--- src/rtl/adder.sv ---
// Unsigned ripple-carry adder with a combinational result and a registered,
// valid-flagged copy for pipelined consumers.

module adder_fa (
  input  logic a_i,
  input  logic b_i,
  input  logic c_i,
  output logic s_o,
  output logic c_o
);

  logic p;

  always_comb begin
    p   = a_i ^ b_i;
    s_o = p ^ c_i;
    c_o = (a_i & b_i) | (c_i & p);
  end

endmodule

module adder #(
  parameter int unsigned WIDTH = 4
) (
  input  logic             clk,
  input  logic             rst,
  input  logic [WIDTH-1:0] a,
  input  logic [WIDTH-1:0] m,
  input  logic             en,
  output logic [WIDTH-1:0] sum,
  output logic             carry,
  output logic [WIDTH-1:0] sum_q,
  output logic             carry_q,
  output logic             valid_q
);

  // c[i] is the carry into bit i; no carry-in, so the chain starts at zero.
  logic [WIDTH:0]   c;
  logic [WIDTH-1:0] s;

  assign c[0] = 1'b0;

  for (genvar i = 0; i < int'(WIDTH); i++) begin : g_fa
    adder_fa u_fa (
      .a_i (a[i]),
      .b_i (m[i]),
      .c_i (c[i]),
      .s_o (s[i]),
      .c_o (c[i+1])
    );
  end

  assign sum   = s;
  assign carry = c[WIDTH];

  logic [WIDTH-1:0] sum_d;
  logic             carry_d;
  logic             valid_d;
  logic [WIDTH-1:0] sum_r;
  logic             carry_r;
  logic             valid_r;

  // Capture on enable, otherwise hold.
  always_comb begin
    sum_d   = sum_r;
    carry_d = carry_r;
    valid_d = valid_r;
    if (en) begin
      sum_d   = s;
      carry_d = c[WIDTH];
      valid_d = 1'b1;
    end
  end

  // Synchronous reset takes priority over capture.
  always_ff @(posedge clk) begin
    if (rst) begin
      sum_r   <= '0;
      carry_r <= 1'b0;
      valid_r <= 1'b0;
    end else begin
      sum_r   <= sum_d;
      carry_r <= carry_d;
      valid_r <= valid_d;
    end
  end

  assign sum_q   = sum_r;
  assign carry_q = carry_r;
  assign valid_q = valid_r;

endmodule

--- config.mk ---
export PLATFORM = sky130hd
export DESIGN_NAME = adder
export DESIGN_NICKNAME = d
export VERILOG_FILES = /design/src/rtl/adder.sv
export SDC_FILE = /design/constraint.sdc
export NUM_CORES = 1
export LEC_CHECK = 0
export BUFFER_PORTS_ARGS = -buffer_cell sky130_fd_sc_hd__buf_2
export CAP_MARGIN = 20
export CELL_PAD_IN_SITES_DETAIL_PLACEMENT = 1
export CELL_PAD_IN_SITES_GLOBAL_PLACEMENT = 1
export CORE_AREA = 2 2 39 41
export DETAILED_ROUTE_END_ITERATION = 8
export DIE_AREA = 0 0 41 43
export GPL_ROUTABILITY_DRIVEN = 0
export MAX_ROUTING_LAYER = met4
export PLACE_DENSITY = 0.66
export REMOVE_ABC_BUFFERS = 1
export SYNTH_ARGS = -nofsm -noshare
export SYNTH_HDL_FRONTEND = slang
export SYNTH_HIERARCHICAL = 1
export SYNTH_SLANG_ARGS = --single-unit
--- constraint.sdc ---
create_clock -name clk -period 4.1 [get_ports clk]
set_clock_uncertainty 0.15 [all_clocks]
set_input_delay 1.025 -clock clk [delete_from_list [all_inputs] [get_ports clk]]
set_output_delay 1.025 -clock clk [all_outputs]
set_load 0.02 [all_outputs]
==> metrics.yaml, run 1 <==
status: "completed"
clkLatencyLatePin_ns: 0.24
hpwl_um: 557
wl_met3_um: 107
dp_cells: 60
clk_pin_slew_worst_paths_ns: 0.04
h-tree-depth: 1
diodes: 0
arrival_ns: 2.87
rsz0062_at_grt: "false"
port_buffers: 21
area_growth_pct: 50.2
drive_gt1_share_pct: 57.4
yosysWarnings: 6
power.static_leakage_nw: 0.225
cts_buffer_depth: 2
drt_iter0_markers: 0
grt_pass1_vias: 272
finalHoldViolations: 0
fin_nets: 64
top_layer: "met3"
drc_errors: 0
post-cts-setup-buffer-count: 0
start_kind: "input pin"
ff2ff_setup_slack_ns: 3.37
drt_pass1_iterations: 1
place_ws_ns: -0.146
vias: 260
io_pins: 22
cts_buffers: 3
cts_root_buf: "clkbuf_4"
postRouteAntennaNets: 0
met2_length_um: 308
post_synth.cell_area_avg_um2: 12.1
core_um2: 1380
row_count: 14
fmax_mhz: 247
crit_fanout: 2
cp.required_ns: 2.92
post_drt_via_cell_ratio: 4.13
antenna_found_initial: 0
syn_inst: 24
hold_class: "flip-flop to flip-flop"
cts_tree: "built"
finalWorstSetupSlack_ns: 0.0518
ys_seq_elements: 6
peakVddDrop_mv: 0.165
post-route-min-period_ns: 4.05
final_common_cell: "buf_2"
power_density_nw_per_um2: 409
setup-violations-final: 0
grt_usage_pct: 9.37
drv_cap: 0
wirelength_um: 668
grt.overflow.total: 0
clkSinkCount: 6
finalCritPeriodShare_pct: 98.7
synth.distinct_cells: 6
layout_common_cells: "buf_2 (20), nor2_1 (7), dfxtp_1 (6)"
die_w_um: 41
grt_start_max_net_pins: 7
path_class: "input pin to output pin"
synth_area_um2: 292
fin_cells: 63
endpoint_kind: "output pin"
die_area_um2: 1760
grt_pass1_wl_um: 1040
wl_met1_um: 252
final_max_slew_viol_count: 0
post_drt_wl_per_cell_um: 10.6
die-height_um: 43
ys_seq_area_share_pct: 41.2
initial_core_util_pct: 21.1
==> area by class of cell <==
cell class                      count  area, um^2
Sequential cell                     6         120
Timing Repair Buffer               21         108
Tap cell                           16        20.0
Clock buffer                        3        22.5
Fill cell                         178         946
Multi-Input combinational cell     17         168
==> metrics by stage <==
step	util, %	hold WS (ns)	total power (W)	area [um^2]	setup TNS [ns]
detailed placement	29.3	0.314	0.000127	405	-0.189
floorplan	-	0.389	0.000106	280	0
global placement	29.3	0.293	0.000126	405	-0.103
finish	31.6	0.323	0.000179	438	0
global route	31.6	0.355	0.000194	438	0
CTS	31.6	0.328	0.000185	438	0
==> cells by family after synthesis <==
| kind of cell | synth area share [%] |
|---|---|
| AND/OR/NAND/NOR | 9.01 |
| buffers and inverters | 3.86 |
| other | 1.29 |
| flip-flops | 41.2 |
| adder cells (fa/ha/maj) | 27.5 |
| multiplexers | 17.2 |
==> registers in the layout, indices dropped and copies added (netlist names) <==
name	flops
sum_q	4
valid_q	1
carry_q	1
==> where the power goes <==
group          switching, W  leakage (nW)  total [W]  internal [W]
sequential       0.00000261        0.0497  0.0000668     0.0000642
clock             0.0000196        0.0138  0.0000526     0.0000330
combinational     0.0000356         0.162  0.0000599     0.0000243
==> what timing repair did <==
item / in CTS / in global routing
endpoints found under the hold margin: 0 / 0
hold buffers: 0 / 0
gates resized for setup: 4 / 0
setup endpoints to repair: 2 / 0
==> cells in the mapped netlist <==
library cell,instances,share of area (%)
nor2_1,7,9.0
dfxtp_1,6,41
mux2i_1,5,17
fa_1,4,27
buf_6,1,3.9
conb_1,1,1.3
==> worst max-delay path, stage by stage <==
cell	delay (ns)
buf_2	0.11
fa_2	0.38
fa_2	0.35
fa_2	0.34
fa_1	0.51
buf_4	0.15
==> per-layer routing <==
layer / vias to the layer above / global-route usage (%)
li1: 121 / -
met1: 119 / 9.03
met2: 20 / 15.0
met3: 0 / 4.71
met4: 0 / 4.00
met5: - / -
==> path summary, 6_finish.rpt <==
path,startpoint,endpoint,depth (start not counted)
min reg2reg,valid_q$_SDFFE_PP0P_,valid_q$_SDFFE_PP0P_,2
max,a[0],sum[3],6
min,valid_q$_SDFFE_PP0P_,valid_q$_SDFFE_PP0P_,2
max reg2reg,sum_q[1]$_SDFFE_PP0P_,sum_q[1]$_SDFFE_PP0P_,2
No activity file was read; power rests on OpenSTA's default activity.
==> run 2, diff against run 1 <==
--- a/config.mk
+++ b/config.mk
@@ -14,7 +14,7 @@
 export DIE_AREA = 0 0 41 43
 export GPL_ROUTABILITY_DRIVEN = 0
 export MAX_ROUTING_LAYER = met4
-export PLACE_DENSITY = 0.66
+export PLACE_DENSITY = 0.74
 export REMOVE_ABC_BUFFERS = 1
 export SYNTH_ARGS = -nofsm -noshare
 export SYNTH_HDL_FRONTEND = slang
==> run 2 against run 1 <==
  * Via count down 4.6%
  * Cell count unchanged
  * Combinational power up 4.3%
  * Register-to-register slack about the same
  * Clock power up 8.2%
  * Non-clock buffer count unchanged
==> metrics.yaml, run 2 (synthesis gave the netlist of run 1 again) <==
status: "completed"
port_buffers: 21
final_common_cell: "buf_2"
area_growth_pct: 53.6
die-height_um: 43
cts_root_buf: "clkbuf_4"
cp.required_ns: 2.92
finalHoldViolations: 0
rr_worst_depth: 2
drv_cap: 0
r2r-start: "sum_q[2]$_SDFFE_PP0P_"
peakVddDrop_mv: 0.106
drt_pass1_iterations: 2
finalCritPeriodShare_pct: 98.9
r2r-end: "sum_q[2]$_SDFFE_PP0P_"
crit_cells: 6
crit_fanout: 2
clkLatencyLatePin_ns: 0.25
power.static_leakage_nw: 0.229
diodes: 0
clkSinkCount: 6
die_w_um: 41
cpPeakStageDelay_ns: 0.53
cp-startpoint: "m[0]"
drt_iter0_markers: 1
cts_tree: "built"
drive_gt1_share_pct: 57.4
postRouteAntennaNets: 0
post_drt_wl_per_cell_um: 10.6
core_um2: 1380
worst_path_max_delay_cell: "fa_1"
rsz0062_at_grt: "false"
die_area_um2: 1760
path_class: "input pin to output pin"
grt_pass1_vias: 281
grt_pass1_wl_um: 1130
worstSetupEndpoint: "sum[3]"
fin_util_pct: 32.4
cts_buffers: 3
wirelength_um: 670
row_count: 14
largest_reg_flops: 4
start_kind: "input pin"
drc_errors: 0
total_power_w: 0.000186
critPathBufInv: 2
cts_hold_buf: 0
io_pins: 22
setup-violations-final: 0
ff2ff_setup_slack_ns: 3.37
clk_pin_slew_worst_paths_ns: 0.05
vias: 248
cts_buffer_depth: 2
layout_common_cells: "buf_2 (19), nor2_1 (7), dfxtp_1 (6)"
fin_cells: 63
fin_area_um2: 448
initial_core_util_pct: 21.1
dp_cells: 60
cp_cell_sequence: "buf_6 > fa_2 > fa_2 > fa_2 > fa_1 > buf_6"
post-route-min-period_ns: 4.05
grt_usage_pct: 10.4
endpoint_kind: "output pin"
fmax_mhz: 247
placed_area_um2: 405
finalWorstSetupSlack_ns: 0.0453
final_max_slew_viol_count: 0
arrival_ns: 2.88
hold_class: "flip-flop to flip-flop"
place_ws_ns: -0.141
crit_top_cell: "fa_2"
post-cts-setup-buffer-count: 0
h-tree-depth: 1
crit_family: "adder cells"
fin_nets: 64
antenna_found_initial: 0
post_drt_via_cell_ratio: 3.94
grt.overflow.total: 0
power_density_nw_per_um2: 415
grt_start_max_net_pins: 7
-- run 2: routing by layer --
layer	GRT usage (%)	vias up	share of wire [%]
met3	4.19	4	11
met5	-	-	0
met1	11.3	111	36
li1	-	120	-
met4	10.0	0	4.0
met2	13.4	13	49
-- run 2: worst min path at each step --
stage	startpoint	to	slack, ns	depth (start not counted)
floorplan	valid_q$_SDFFE_PP0P_	valid_q$_SDFFE_PP0P_	0.39	2
global placement	valid_q$_SDFFE_PP0P_	valid_q$_SDFFE_PP0P_	0.29	2
detailed placement	valid_q$_SDFFE_PP0P_	valid_q$_SDFFE_PP0P_	0.31	2
CTS	valid_q$_SDFFE_PP0P_	valid_q$_SDFFE_PP0P_	0.32	2
global route	valid_q$_SDFFE_PP0P_	valid_q$_SDFFE_PP0P_	0.37	2
finish	valid_q$_SDFFE_PP0P_	valid_q$_SDFFE_PP0P_	0.31	2
-- run 2: power breakdown --
part | leakage [nW] | internal [W] | total (W) | switching (W)
clock network | 0.0138 | 0.0000333 | 0.0000569 | 0.0000236
registers | 0.0497 | 0.0000641 | 0.0000663 | 0.00000228
logic | 0.165 | 0.0000264 | 0.0000625 | 0.0000361
-- run 2: area by class of cell --
| type | count | area [um^2] |
|---|---|---|
| clock buffer | 3 | 22.5 |
| fill | 160 | 936 |
| tap | 16 | 20.0 |
| timing repair buffer | 21 | 118 |
| multi-input combinational | 17 | 168 |
| sequential | 6 | 120 |
-- run 2: worst min-delay path: cells and delay by family, from the launching register on --
family / cells / cell delay [ns]
AND/OR/NAND/NOR: 2 / 0.10
flip-flops: 1 / 0.32
-- run 2: through the flow --
step | setup TNS [ns] | hold WS [ns]
after floorplan | 0 | 0.389
after global routing | 0 | 0.373
after detailed placement | -0.153 | 0.306
after CTS | -0.00282 | 0.320
final | 0 | 0.310
after global placement | -0.0942 | 0.292
-- run 2: repair_timing --
item                                    in CTS  in global routing
gates resized for setup                      6                  0
pin swaps                                    4                  1
endpoints found under the setup margin       2                  1
gates cloned                                 0                  0
